File: config.mk
export PLATFORM = sky130hd
export DESIGN_NAME = sc_seqshifter
export DESIGN_NICKNAME = d
export VERILOG_FILES = /design/src/rtl/sc_seqshifter_pkg.sv /design/src/rtl/sc_shiftstep.sv /design/src/rtl/sc_seqshifter.sv
export SDC_FILE = /design/constraint.sdc
export NUM_CORES = 1
export LEC_CHECK = 0
export BUFFER_PORTS_ARGS = -buffer_cell sky130_fd_sc_hd__buf_2
export CAP_MARGIN = 20
export CORE_ASPECT_RATIO = 1.5
export CORE_MARGIN = 2
export CORE_UTILIZATION = 45
export CTS_BUF_LIST = sky130_fd_sc_hd__clkbuf_4
export DETAILED_ROUTE_END_ITERATION = 8
export GPL_TIMING_DRIVEN = 0
export HOLD_SLACK_MARGIN = 0.03
export PLACE_DENSITY_LB_ADDON = 0.12
export RECOVER_POWER = 25
export SLEW_MARGIN = 20
export SYNTH_ARGS = -nofsm -noshare
export SYNTH_HDL_FRONTEND = slang
export SYNTH_HIERARCHICAL = 1
export SYNTH_SLANG_ARGS = --single-unit
File: constraint.sdc
create_clock -name SC_SEQSHIFTER_CLOCK_50 -period 2.3 [get_ports SC_SEQSHIFTER_CLOCK_50]
set_clock_uncertainty 0.1 [all_clocks]
set_input_delay 0.23 -clock SC_SEQSHIFTER_CLOCK_50 [delete_from_list [all_inputs] [get_ports SC_SEQSHIFTER_CLOCK_50]]
set_output_delay 0.23 -clock SC_SEQSHIFTER_CLOCK_50 [all_outputs]
set_load 0.02 [all_outputs]
File: src/rtl/sc_seqshifter_pkg.sv
// sc_seqshifter_pkg: shared mode/state encodings and default widths for the sequential shifter
package sc_seqshifter_pkg;
  localparam int DEF_DATAWIDTH_BUS = 32;
  localparam int DEF_SHAMT_WIDTH = 5;
  typedef enum logic [1:0] {
    MODE_SLL = 2'b00,
    MODE_SRL = 2'b01,
    MODE_SRA = 2'b10,
    MODE_ROR = 2'b11
  } mode_t;
  typedef enum logic [1:0] {
    ST_IDLE  = 2'b00,
    ST_SHIFT = 2'b01,
    ST_DONE  = 2'b10
  } state_t;
endpackage

File: src/rtl/sc_shiftstep.sv
// sc_shiftstep: combinational single-bit shift/rotate step with shifted-out bit
module sc_shiftstep
  import sc_seqshifter_pkg::*;
#(
  parameter int WIDTH = DEF_DATAWIDTH_BUS
) (
  input  mode_t            mode,
  input  logic [WIDTH-1:0] data,
  output logic [WIDTH-1:0] data_out,
  output logic             bit_out
);
  always_comb begin
    bit_out  = (mode == MODE_SLL) ? data[WIDTH-1] : data[0];
    data_out = (mode == MODE_SLL) ? {data[WIDTH-2:0], 1'b0} :
               (mode == MODE_SRL) ? {1'b0, data[WIDTH-1:1]} :
               (mode == MODE_SRA) ? {data[WIDTH-1], data[WIDTH-1:1]} :
                                    {data[0], data[WIDTH-1:1]};
  end
endmodule

File: src/rtl/sc_seqshifter.sv
// sc_seqshifter: multi-cycle shifter, one bit per clock, with a one-cycle write strobe on completion
module sc_seqshifter
  import sc_seqshifter_pkg::*;
#(
  parameter int DATAWIDTH_BUS = DEF_DATAWIDTH_BUS,
  parameter int SHAMT_WIDTH   = DEF_SHAMT_WIDTH
) (
  input  logic                     SC_SEQSHIFTER_CLOCK_50,
  input  logic                     SC_SEQSHIFTER_Reset_InHigh,
  input  logic                     SC_SEQSHIFTER_Start_InHigh,
  input  logic [1:0]               SC_SEQSHIFTER_Mode_In,
  input  logic [SHAMT_WIDTH-1:0]   SC_SEQSHIFTER_Shamt_In,
  input  logic [DATAWIDTH_BUS-1:0] SC_SEQSHIFTER_DataBUS_In,
  output logic [DATAWIDTH_BUS-1:0] SC_SEQSHIFTER_DataBUS_Out,
  output logic                     SC_SEQSHIFTER_Write_OutHigh,
  output logic                     SC_SEQSHIFTER_Busy_OutHigh,
  output logic                     SC_SEQSHIFTER_Carry_Out
);
  state_t                   state;
  mode_t                    mode_q;
  logic [SHAMT_WIDTH-1:0]   cnt;
  logic [DATAWIDTH_BUS-1:0] step_data;
  logic                     step_bit;

  sc_shiftstep #(.WIDTH(DATAWIDTH_BUS)) u_step (
    .mode     (mode_q),
    .data     (SC_SEQSHIFTER_DataBUS_Out),
    .data_out (step_data),
    .bit_out  (step_bit)
  );

  // Write and Busy are registered alongside the state so they track it exactly
  always_ff @(posedge SC_SEQSHIFTER_CLOCK_50 or posedge SC_SEQSHIFTER_Reset_InHigh) begin
    if (SC_SEQSHIFTER_Reset_InHigh) begin
      state                       <= ST_IDLE;
      mode_q                      <= MODE_SLL;
      cnt                         <= '0;
      SC_SEQSHIFTER_DataBUS_Out   <= '0;
      SC_SEQSHIFTER_Write_OutHigh <= 1'b0;
      SC_SEQSHIFTER_Busy_OutHigh  <= 1'b0;
      SC_SEQSHIFTER_Carry_Out     <= 1'b0;
    end else begin
      case (state)
        ST_IDLE: if (SC_SEQSHIFTER_Start_InHigh) begin
          SC_SEQSHIFTER_DataBUS_Out   <= SC_SEQSHIFTER_DataBUS_In;
          mode_q                      <= mode_t'(SC_SEQSHIFTER_Mode_In);
          cnt                         <= SC_SEQSHIFTER_Shamt_In;
          SC_SEQSHIFTER_Carry_Out     <= 1'b0;
          SC_SEQSHIFTER_Busy_OutHigh  <= 1'b1;
          SC_SEQSHIFTER_Write_OutHigh <= (SC_SEQSHIFTER_Shamt_In == '0);
          state                       <= (SC_SEQSHIFTER_Shamt_In == '0) ? ST_DONE : ST_SHIFT;
        end
        ST_SHIFT: begin
          SC_SEQSHIFTER_DataBUS_Out <= step_data;
          SC_SEQSHIFTER_Carry_Out   <= step_bit;
          cnt                       <= cnt - 1'b1;
          if (cnt == SHAMT_WIDTH'(1)) begin
            state                       <= ST_DONE;
            SC_SEQSHIFTER_Write_OutHigh <= 1'b1;
          end
        end
        default: begin
          state                       <= ST_IDLE;
          SC_SEQSHIFTER_Write_OutHigh <= 1'b0;
          SC_SEQSHIFTER_Busy_OutHigh  <= 1'b0;
        end
      endcase
    end
  end
endmodule

# --- After elaboration in Yosys (flattened, before gate mapping) ---
# Index checks and enable logic that the tools add are counted.
word_totals:
  n_memories: 0
  output_inout_bits: 35
  latchBits: 0
  register_bits: 44
  word_cells: 45
  mem_bits_ro: 0
  mem_bits_rw: 0
classes:
  n_eq_ne: 7
  div_mod_pow: 0
  mul: 0
  shifts: 0
  n_reduce_logical: 9
  order_cmp: 0
  addsub: 1
  bitwise: 1
  n_mux: 19
ops:
  columns: ["cell", "count"]
  rows:
  - ["$mux W32", 4]
  - ["$pmux W32 S2", 1]
  - ["$pmux W5 S2", 1]
  - ["$reduce_and A2 Y1", 4]
  - ["$mux W2", 3]
  - ["$pmux W1 S2", 3]
  - ["$eq A5 B1 Y1 const B", 1]
  - ["$logic_not A5 Y1", 1]
  - ["$mux W1", 5]
  - ["$mux W5", 1]
  - ["$sub A5 B1 Y5 const B", 1]
  - ["$eq A2 B1 Y1 const B", 2]
  - ["$logic_not A2 Y1", 2]
  - ["$ne A2 B2 Y1 const B", 2]
  - ["$ne A4 B2 Y1 const B", 1]
  - ["$pmux W2 S2", 1]
  - ["$reduce_and A3 Y1", 1]
  - ["$eq A2 B2 Y1 const B", 1]
  - ["$reduce_bool A2 Y1", 1]
  - ["$not A1 Y1", 1]

# --- Logic depth before layout (Yosys ltp) ---
# Gate-level depths: netlist of run 1.
logic_depth:
  depth_word: 5
  depth_mapped: 5

# --- Modules after synthesis ---
# The synthesis of run 1 kept the hierarchy.
by_module_without_submodules:
  columns: ["mod", "n_inst", "cells_per_inst", "area_each_um2", "seq_area_each_um2"]
  rows:
  - ["sc_seqshifter", 1, 194, 2073.2, 1076.0]
  - ["sc_shiftstep", 1, 38, 427.9, 0.0]

# --- Worst setup path after synthesis of run 1 ---
# Ideal clock, no wire load.
synth_path:
  kind: "register to register"
  start: "register cnt[0]"
  end: "register cnt[4]"
  stages_incl_launch_ff: 6
  slack_ns: 0.701
  arrival_ns: 1.376
  setup_time_ns: 0.123
  path_cell_list: "dfrtp_1 -> inv_1 -> ha_1 -> or3b_1 -> or3_1 -> o221a_2"
synth_between:
  elab_chain_len: 2
synth_rtl:
  columns: ["item", "line", "source"]
  rows:
  - ["start: declaration", "sc_seqshifter.sv:21", "logic [SHAMT_WIDTH-1:0] cnt;"]
  - ["start signal: assignment", "sc_seqshifter.sv:47", "cnt <= SC_SEQSHIFTER_Shamt_In;"]
  - ["start signal: assignment", "sc_seqshifter.sv:56", "cnt <= cnt - 1'b1;"]
  - ["$sub A5 B1 Y5", "sc_seqshifter.sv:56", null]
  - ["$pmux W5 S2", "sc_seqshifter.sv:43", "case (state)"]
# No other way between the ends.
# A chain may end at the register's enable or synchronous reset.

# --- Worst setup path in the final report of run 1 ---
# Same ends and word-level chain as after synthesis.

==> results of run 1 <==
## cell families after synthesis
group | Yosys count | synth area share, %
mux | 69 | 29.9
simple gates | 50 | 9.81
flops | 43 | 43.0
fa+ha+maj | 2 | 1.00
compound gates | 45 | 10.2
buf+inv | 23 | 6.10
## worst max-delay path: cells and delay by family, from the launching register on
kind,cells,cell delay (ns)
compound gates,1,0.12
fa+ha+maj,1,0.17
buf+inv,1,0.08
flops,1,0.44
simple gates,2,0.68
## layout make-up
cell class / count / area (um^2)
fill: 517 / 2300
multi-input combinational: 166 / 1270
sequential: 43 / 1080
timing repair buffer: 80 / 415
buffer: 15 / 123
tap: 70 / 87.6
clock inverter: 2 / 60.1
clock buffer: 6 / 45.0
inverter: 8 / 30.0
## worst max path at each step
stage / startpoint / endpoint / slack [ns] / cells after the start
final: cnt[0] / cnt[4] / 0.61 / 5
after global routing: SC_SEQSHIFTER_Reset_InHigh / SC_SEQSHIFTER_DataBUS_Out[20] / 0.33 / 4
after CTS: cnt[0] / cnt[4] / 0.61 / 5
after detailed placement: cnt[0] / cnt[4] / 0.62 / 5
after global placement: SC_SEQSHIFTER_Reset_InHigh / cnt[2] / 0.29 / 2
after floorplan: cnt[0] / cnt[4] / 0.70 / 5
## registers in the layout, indices dropped and copies added (netlist names)
| signal | cells |
|---|---|
| state | 1 |
| SC_SEQSHIFTER_Busy_OutHigh | 1 |
| SC_SEQSHIFTER_DataBUS_Out | 32 |
| cnt | 5 |
| mode_q | 2 |
| SC_SEQSHIFTER_Carry_Out | 1 |
| SC_SEQSHIFTER_Write_OutHigh | 1 |
## layer usage
layer,vias up,routed length (um)
met5,-,0
met4,0,89
met3,7,300
met2,55,2990
met1,957,2400
li1,997,-
## what timing repair did
item	CTS	global route
resized for setup	0	0
endpoints found under the setup margin	0	0
hold buffers	3	0
endpoints found under the hold margin	45	0
setup buffers	0	0
## power groups by stage
stage	Clock (mW)	Combinational, mW	Sequential [mW]
after detailed placement	0	2.56	1.54
after global placement	0	2.50	1.53
after floorplan	0	1.57	1.79
after CTS	0.629	2.57	1.52
final	0.607	2.52	1.52
after global routing	0.655	2.79	1.58
## through the flow
| stage | hold slack [ns] | util (%) | std cells |
|---|---|---|---|
| floorplan | 0.279 | - | 232 |
| detailed placement | 0.0976 | 55.3 | 379 |
| CTS | 0.0366 | 57.8 | 390 |
| finish | 0.0520 | 57.5 | 390 |
| global route | 0.0339 | 57.5 | 390 |
| global placement | 0.375 | 54.9 | 378 |
## cell usage in the layout, fill, tap and decap left out, drive strengths merged, types with 2 or more instances in the layout
cell type / count
or3b: 2
nor2: 4
o21ai: 34
bufinv: 2
ha: 2
a21oi: 3
inv: 8
a22o: 2
buf: 89
mux2i: 35
nand2: 33
dfrtp: 43
nand2b: 3
dlygate4sd3: 3
mux2: 34
clkbuf: 9
==> results_dict.tcl, run 1 <==
set metrics [dict create \
    syn_area_mm2 0.00250 \
    hold_class "in2reg" \
    synth_common_cells "dfrtp_1, mux2i_1, nand2_1, o21ai_0, mux2_2" \
    min_from "SC_SEQSHIFTER_DataBUS_In[9]" \
    finalCriticalPeriod_ns 1.69 \
    io_buffers 76 \
    p_sw_mw 1.97 \
    rsz0062_at_grt "no" \
    core-area_mm2 0.00541 \
    fp.dieW_um 64.9 \
    ir_worst_vdd_mv 0.668 \
    slowest_delay_ns 0.44 \
    outcome "finished clean" \
    place.gp.congestion 0.797 \
    dr_total_vias 2016 \
    grtUsageMet1_pct 23.2 \
    setup_viol 0 \
    p_per_area_mw_per_mm2 1500 \
    tns_ns 0 \
    finalPower_mw 4.65 \
    design_area_mm2 0.00311 \
    synth_area_per_cell_um2 10.8 \
    power.share.combinational_pct 54.3 \
    post-route-period-util_pct 73.3 \
    grt_pass1_wl_mm 9.47 \
    holdPathEnd "SC_SEQSHIFTER_DataBUS_Out[9]" \
    critical-path-slowest-cell "dfrtp_1" \
    drt_wl_total_mm 5.77 \
    area_growth_pct 24.3 \
    remaining_drc_errors 0 \
    antenna_found_initial 0 \
    reg2regPathDepth 5 \
    synth_ff_type "dfrtp_1" \
    placed_cell_area_mm2 0.00299 \
    fmax_ghz 0.593 \
    ant_nets 0 \
    slew_headroom_pct 45.3 \
    cts_htree_levels 2 \
    syn_inst 232 \
    fin_ws_ns 0.613 \
    drt_iter0_markers 78 \
    cts_buffers 5 \
    clkPwrFrac_pct 13.1 \
    crit_path_end_kind "register" \
    drive_above_1_share_pct 42.5 \
    crit_required_ns 2.45 \
    top_usage_layer "met2" \
    nNetsFinal 363 \
    path_class "reg2reg" \
    holdPathStages 3 \
    synthArstFlopShare_pct 100 \
    pre_cts_slack_ns 0.625 \
    grt_max_degree 33 \
    synth.largest_area_cell "dfrtp_1" \
    hpwl_mm 4.28 \
    die_area_mm2 0.00618 \
    synth.area.top_cells "dfrtp_1, mux2i_1, mux2_2" \
    hold_violations 0 \
    cts_tree "yes" \
    synth_top_area_share_pct 43.0 \
    sequentialPowerShare_pct 32.7 \
    r2r-start "cnt[0]" \
    wl_per_cell_um 14.8 \
    path_clk_slew_ns 0.13 \
    critPathMaxFanout 5 \
    maxSlewViolCount 0 \
    clk-insertion-delay-late_ns 0.35 \
    io_pins 77 \
    yosysUniqueCellTypes 32 \
    diodes 0 \
    gr-total-overflow 0 \
    cts_root_buffer "clkbuf_4" \
    yosysMostFrequentCell "dfrtp_1" \
    initial_core_util_pct 46.2 \
    syn_nets 276 \
    track_usage_pct 19.9 \
    p_int_mw 2.67 \
    clockBufferDepth 2 \
    critical_path.cell_chain "inv_1, ha_1, or3b_1, or3_1, o221a_2" \
    drv_cap 0 \
    ys_warn_count 6 \
    firstDrtPassIters 4 \
    fp.dieH_um 95.3 \
    rows 33 \
    r2r_slack_ns 0.61 \
    via_per_inst 5.17 \
    clock_sinks 43 \
    use_met2_pct 36.0 \
    swShare_pct 42.5 \
    p_leak_nw 1.60 \
    ys_ff_latch 43 \
    critPathLaunchType "register" \
    tightest_slew_ns 0.820 \
    grt_pass1_vias 2000 \
    r2r-end "cnt[4]" \
    yosysSeqAreaShare_pct 43.0 \
    synth_edf_count 0 \
    use_met3_pct 4.01 \
    arrival_ns 1.84 \
]
Note: power is estimated with default switching activity, not from simulation.
==> run 2, diff against run 1 <==
- clock period: 2.3 -> 1.6 ns (I/O delays scaled with it)
==> run 2 against run 1 <==
  * The run now ends with setup timing left
  * Setup slack worse by 0.65 ns
  * Clock-buffer cell count unchanged
  * Combinational power grew 67%
  * Largest power group unchanged
  * Highest routed layer unchanged
==> results_dict.tcl, run 2 (same netlist as run 1, synthesis figures left out) <==
set metrics [dict create \
    outcome "complete, but fails checks" \
    violations "setup timing" \
    hold_violations 0 \
    fin_ws_ns -0.0380 \
    clock_sinks 43 \
    finalCriticalPeriod_ns 1.64 \
    via_per_inst 5.10 \
    crit_path_end_kind "register" \
    cts_htree_levels 2 \
    maxSlewViolCount 0 \
    ant_nets 0 \
    io_pins 77 \
    p_per_area_mw_per_mm2 1990 \
    nNetsFinal 408 \
    antenna_found_initial 0 \
    remaining_drc_errors 0 \
    gr-total-overflow 0 \
    post-route-period-util_pct 102 \
    core-area_mm2 0.00541 \
    final_cell_mix "buf_2, dfrtp_1, dlygate4sd3_1, mux2i_1, nand2_1" \
    arrival_ns 1.80 \
    fillers 462 \
    cts_root_buffer "clkbuf_4" \
    hpwl_mm 4.28 \
    slew_headroom_pct 63.7 \
    clockBufferDepth 2 \
    place.gp.congestion 0.797 \
    fp.dieH_um 95.3 \
    cts_tree "yes" \
    largest_register "SC_SEQSHIFTER_DataBUS_Out" \
    drt_iter0_markers 58 \
    largest_reg_flops 32 \
    rsz0062_at_grt "yes" \
    worst_hold_slack_ns 0.254 \
    hold_class "in2async" \
    rows 33 \
    initial_core_util_pct 46.2 \
    crit_required_ns 1.76 \
    fp.dieW_um 64.9 \
    path_clk_slew_ns 0.13 \
    ir_worst_vdd_mv 1.03 \
    clk-insertion-delay-late_ns 0.35 \
    firstDrtPassIters 4 \
    placed_cell_area_mm2 0.00299 \
    path_class "reg2reg" \
    p_leak_nw 1.82 \
    cts_buffers 5 \
    diodes 0 \
    fmax_ghz 0.611 \
    tightest_slew_ns 0.543 \
    wl_per_cell_um 15.2 \
    track_usage_pct 21.8 \
    drt_wl_total_mm 6.59 \
    setup_viol 1 \
    io_buffers 76 \
    grt_pass1_wl_mm 10.4 \
    grt_max_degree 33 \
    r2r_slack_ns -0.04 \
    grt_pass1_vias 2228 \
    critPathLaunchType "register" \
    reg.largest.list "SC_SEQSHIFTER_DataBUS_Out x32, cnt x5, mode_q x2" \
    drive_above_1_share_pct 40.8 \
    drv_cap 0 \
    final_common_cell "buf_2" \
    critPathMaxFanout 3 \
    dr_total_vias 2220 \
    design_area_mm2 0.00365 \
    die_area_mm2 0.00618 \
    area_growth_pct 45.8 \
]
run 2: cell types whose count changed in the layout (fill, tap and decap cells not counted), moves of 3 or more:
| cell | before | now |
|---|---|---|
| buf_2 | 81 | 76 |
| buf_8 | 0 | 3 |
| buf_4 | 0 | 3 |
| dlygate4sd3_1 | 3 | 41 |
| clkbuf_4 | 6 | 12 |
run 2: power by group:
part / switching [mW] / leakage (nW) / total (mW) / internal [mW]
Combinational: 2.07 / 1.24 / 4.20 / 2.12
Clock: 0.370 / 0.0559 / 0.875 / 0.505
Sequential: 0.564 / 0.525 / 2.19 / 1.63
run 2: what timing repair did:
item,CTS,global route
endpoints found under the hold margin,84,0
buffers inserted,3,2
setup endpoints to repair,2,28
hold buffers,41,0
pin swaps,2,2
gates resized for setup,4,14
cloned,0,2
run 2: critical path: stages (launching register included):
cell     delay (ns)
dfrtp_1        0.42
inv_2          0.09
ha_4           0.14
or3b_4         0.37
or3_1          0.31
o221a_2        0.12
run 2: cell type report:
cell class                      instances  area, um^2  share of cell area [%]
Timing Repair Buffer                  125         902                    24.7
Clock inverter                          2        60.1                    1.65
Tap cell                               70        87.6                    2.40
Multi-Input combinational cell        166        1300                    35.6
Sequential cell                        43        1080                    29.5
Clock buffer                            6        45.0                    1.24
Buffer                                 15         146                    4.02
Inverter                                8        30.0                   0.824
run 2: worst paths after layout:
path / cells after the start / to / from
min: 3 / SC_SEQSHIFTER_DataBUS_Out[13] / SC_SEQSHIFTER_Reset_InHigh
max reg2reg: 5 / cnt[4] / cnt[0]
max in group asynchronous: 4 / SC_SEQSHIFTER_Write_OutHigh / SC_SEQSHIFTER_Reset_InHigh
min in group SC_SEQSHIFTER_CLOCK_50: 2 / SC_SEQSHIFTER_Busy_OutHigh / SC_SEQSHIFTER_Busy_OutHigh
max: 5 / cnt[4] / cnt[0]
min reg2reg: 2 / SC_SEQSHIFTER_Busy_OutHigh / SC_SEQSHIFTER_Busy_OutHigh
run 2: routing by layer:
metal | GRT usage (%) | wire, um | share of wire, % | up-vias
li1 | - | - | - | 1083
met5 | 0 | 0 | 0 | -
met2 | 41.7 | 3530 | 54 | 59
met4 | 7.09 | 116 | 1.8 | 0
met3 | 4.37 | 272 | 4.1 | 9
met1 | 23.6 | 2670 | 41 | 1069
run 2: stage by stage:
stage	std cells	TNS (ns)	util (%)	worst slack [ns]	total power, mW
global placement	378	-14.47	54.9	-0.337	5.80
finish	435	-0.0380	67.4	-0.0380	7.26
global route	435	-0.123	67.4	-0.0853	7.79
floorplan	232	0	-	0.00147	4.83
CTS	431	-0.0226	65.4	-0.0226	6.95
detailed placement	379	-0.101	55.3	-0.0750	5.89
==> run 3, diff against run 2 <==
- clock period: 1.6 -> 1.7 ns (I/O delays scaled with it)
==> run 3 against run 2 <==
  * Clock power decreased by 5.8%
  * Largest power group unchanged
  * Register-to-register slack improved by 0.06 ns
  * The run now ends clean
  * Via count is 2.6% lower
  * Hold slack improved by 0.0065 ns
  * Core utilization fell by 2.3 points
  * Setup slack better by 0.064 ns
==> results_dict.tcl, run 3 (same netlist as run 1, synthesis figures left out) <==
set metrics [dict create \
    outcome "finished clean" \
    diodes 0 \
    crit_required_ns 1.86 \
    io_pins 77 \
    io_buffers 76 \
    crit_path_end_kind "register" \
    ant_nets 0 \
    nNetsFinal 403 \
    final_cells 430 \
    cts_tree "yes" \
    slew_headroom_pct 63.8 \
    firstDrtPassIters 4 \
    hold_class "in2async" \
    path_class "reg2reg" \
    r2r_slack_ns 0.03 \
    place.gp.congestion 0.797 \
    ir_worst_vdd_mv 0.916 \
    initial_core_util_pct 46.2 \
    critical_path.cell_chain "inv_2, ha_4, or3b_4, or3_1, o221a_2" \
    reg.largest.list "SC_SEQSHIFTER_DataBUS_Out x32, cnt x5, mode_q x2" \
    drive_above_1_share_pct 39.4 \
    design_area_mm2 0.00352 \
    rows 33 \
    hpwl_mm 4.28 \
    drt_wl_total_mm 6.31 \
    largest_register "SC_SEQSHIFTER_DataBUS_Out" \
    die_area_mm2 0.00618 \
    maxSlewViolCount 0 \
    fin_util_pct 65.1 \
    setup_viol 0 \
    clock_sinks 43 \
    fmax_ghz 0.597 \
    critical_path.top_delay_family "simple AND/OR/NAND/NOR gates" \
    arrival_ns 1.83 \
    final_cell_mix "buf_2, dfrtp_1, dlygate4sd3_1, mux2i_1" \
    post-route-period-util_pct 98.5 \
    path_clk_slew_ns 0.13 \
    fp.dieH_um 95.3 \
    track_usage_pct 21.5 \
    dr_total_vias 2163 \
    remaining_drc_errors 0 \
    drt_iter0_markers 83 \
    antenna_found_initial 0 \
    final_common_cell "buf_2" \
    cts_htree_levels 2 \
    clockBufferDepth 2 \
    fp.dieW_um 64.9 \
    path_buf_inv 1 \
    largest_reg_flops 32 \
    p_leak_nw 1.77 \
    slowest_delay_ns 0.45 \
    critical-path-slowest-cell "dfrtp_1" \
    fillers 471 \
    critPathMaxFanout 5 \
    placed_cell_area_mm2 0.00299 \
    via_per_inst 5.03 \
    place_inst 379 \
    area_growth_pct 40.8 \
    finalCriticalPeriod_ns 1.67 \
    critPathLaunchType "register" \
    rsz0062_at_grt "yes" \
    p_per_area_mw_per_mm2 1830 \
    wl_per_cell_um 14.7 \
    tightest_slew_ns 0.542 \
    hold_violations 0 \
    gr-total-overflow 0 \
    grt_pass1_wl_mm 10.2 \
    clk-insertion-delay-late_ns 0.36 \
    grt_pass1_vias 2199 \
    core-area_mm2 0.00541 \
    finalPower_mw 6.46 \
    cts_root_buffer "clkbuf_4" \
    cts_buffers 5 \
    drv_cap 0 \
    grt_max_degree 33 \
]
run 3: per-layer routing:
| layer | share of wire (%) | track usage, % |
|---|---|---|
| met5 | 0 | 0 |
| met4 | 1.5 | 6.03 |
| met3 | 4.5 | 4.13 |
| met2 | 53 | 41.3 |
| met1 | 41 | 23.6 |
run 3: path summary, 6_finish.rpt:
path	cells after the start	to	from
setup / recovery	5	cnt[4]	cnt[0]
hold reg to reg	2	SC_SEQSHIFTER_Busy_OutHigh	SC_SEQSHIFTER_Busy_OutHigh
setup reg to reg	5	cnt[4]	cnt[0]
hold / removal	3	SC_SEQSHIFTER_DataBUS_Out[13]	SC_SEQSHIFTER_Reset_InHigh
min in group SC_SEQSHIFTER_CLOCK_50	2	SC_SEQSHIFTER_Busy_OutHigh	SC_SEQSHIFTER_Busy_OutHigh
max in group asynchronous	4	SC_SEQSHIFTER_DataBUS_Out[20]	SC_SEQSHIFTER_Reset_InHigh
run 3: repair_timing:
action | CTS | global route
endpoints found under the setup margin | 0 | 1
hold buffers | 41 | 0
buffers inserted | 0 | 2
endpoints found under the hold margin | 84 | 0
resized for setup | 0 | 5
run 3: through the flow:
stage          setup slack, ns  TNS, ns  hold WS [ns]
6_report                0.0256        0         0.261
5_1_grt                -0.0275  -0.0275         0.285
4_1_cts                0.00740        0         0.178
3_5_place_dp            0.0250        0        0.0376
3_3_place_gp            -0.247   -10.53         0.315
2_1_floorplan            0.101        0         0.219
run 3: cell type report:
cell class | instances | area (um^2) | share of cell area [%]
clock buffer | 6 | 45.0 | 1.28
tap | 70 | 87.6 | 2.49
sequential | 43 | 1080 | 30.6
timing repair buffer | 120 | 813 | 23.1
buffer | 15 | 123 | 3.48
clock inverter | 2 | 60.1 | 1.71
multi-input combinational | 166 | 1290 | 36.6
inverter | 8 | 30.0 | 0.853
run 3: worst min-delay path, delay by kind of cell:
family	cells	cell delay, ns
buffers and inverters	3	1.01
run 3: where the power goes:
part	total, mW	switching [mW]	internal [mW]
combinational	3.58	1.85	1.73
clock	0.824	0.349	0.475
sequential	2.06	0.527	1.53
total	6.46	2.73	3.73
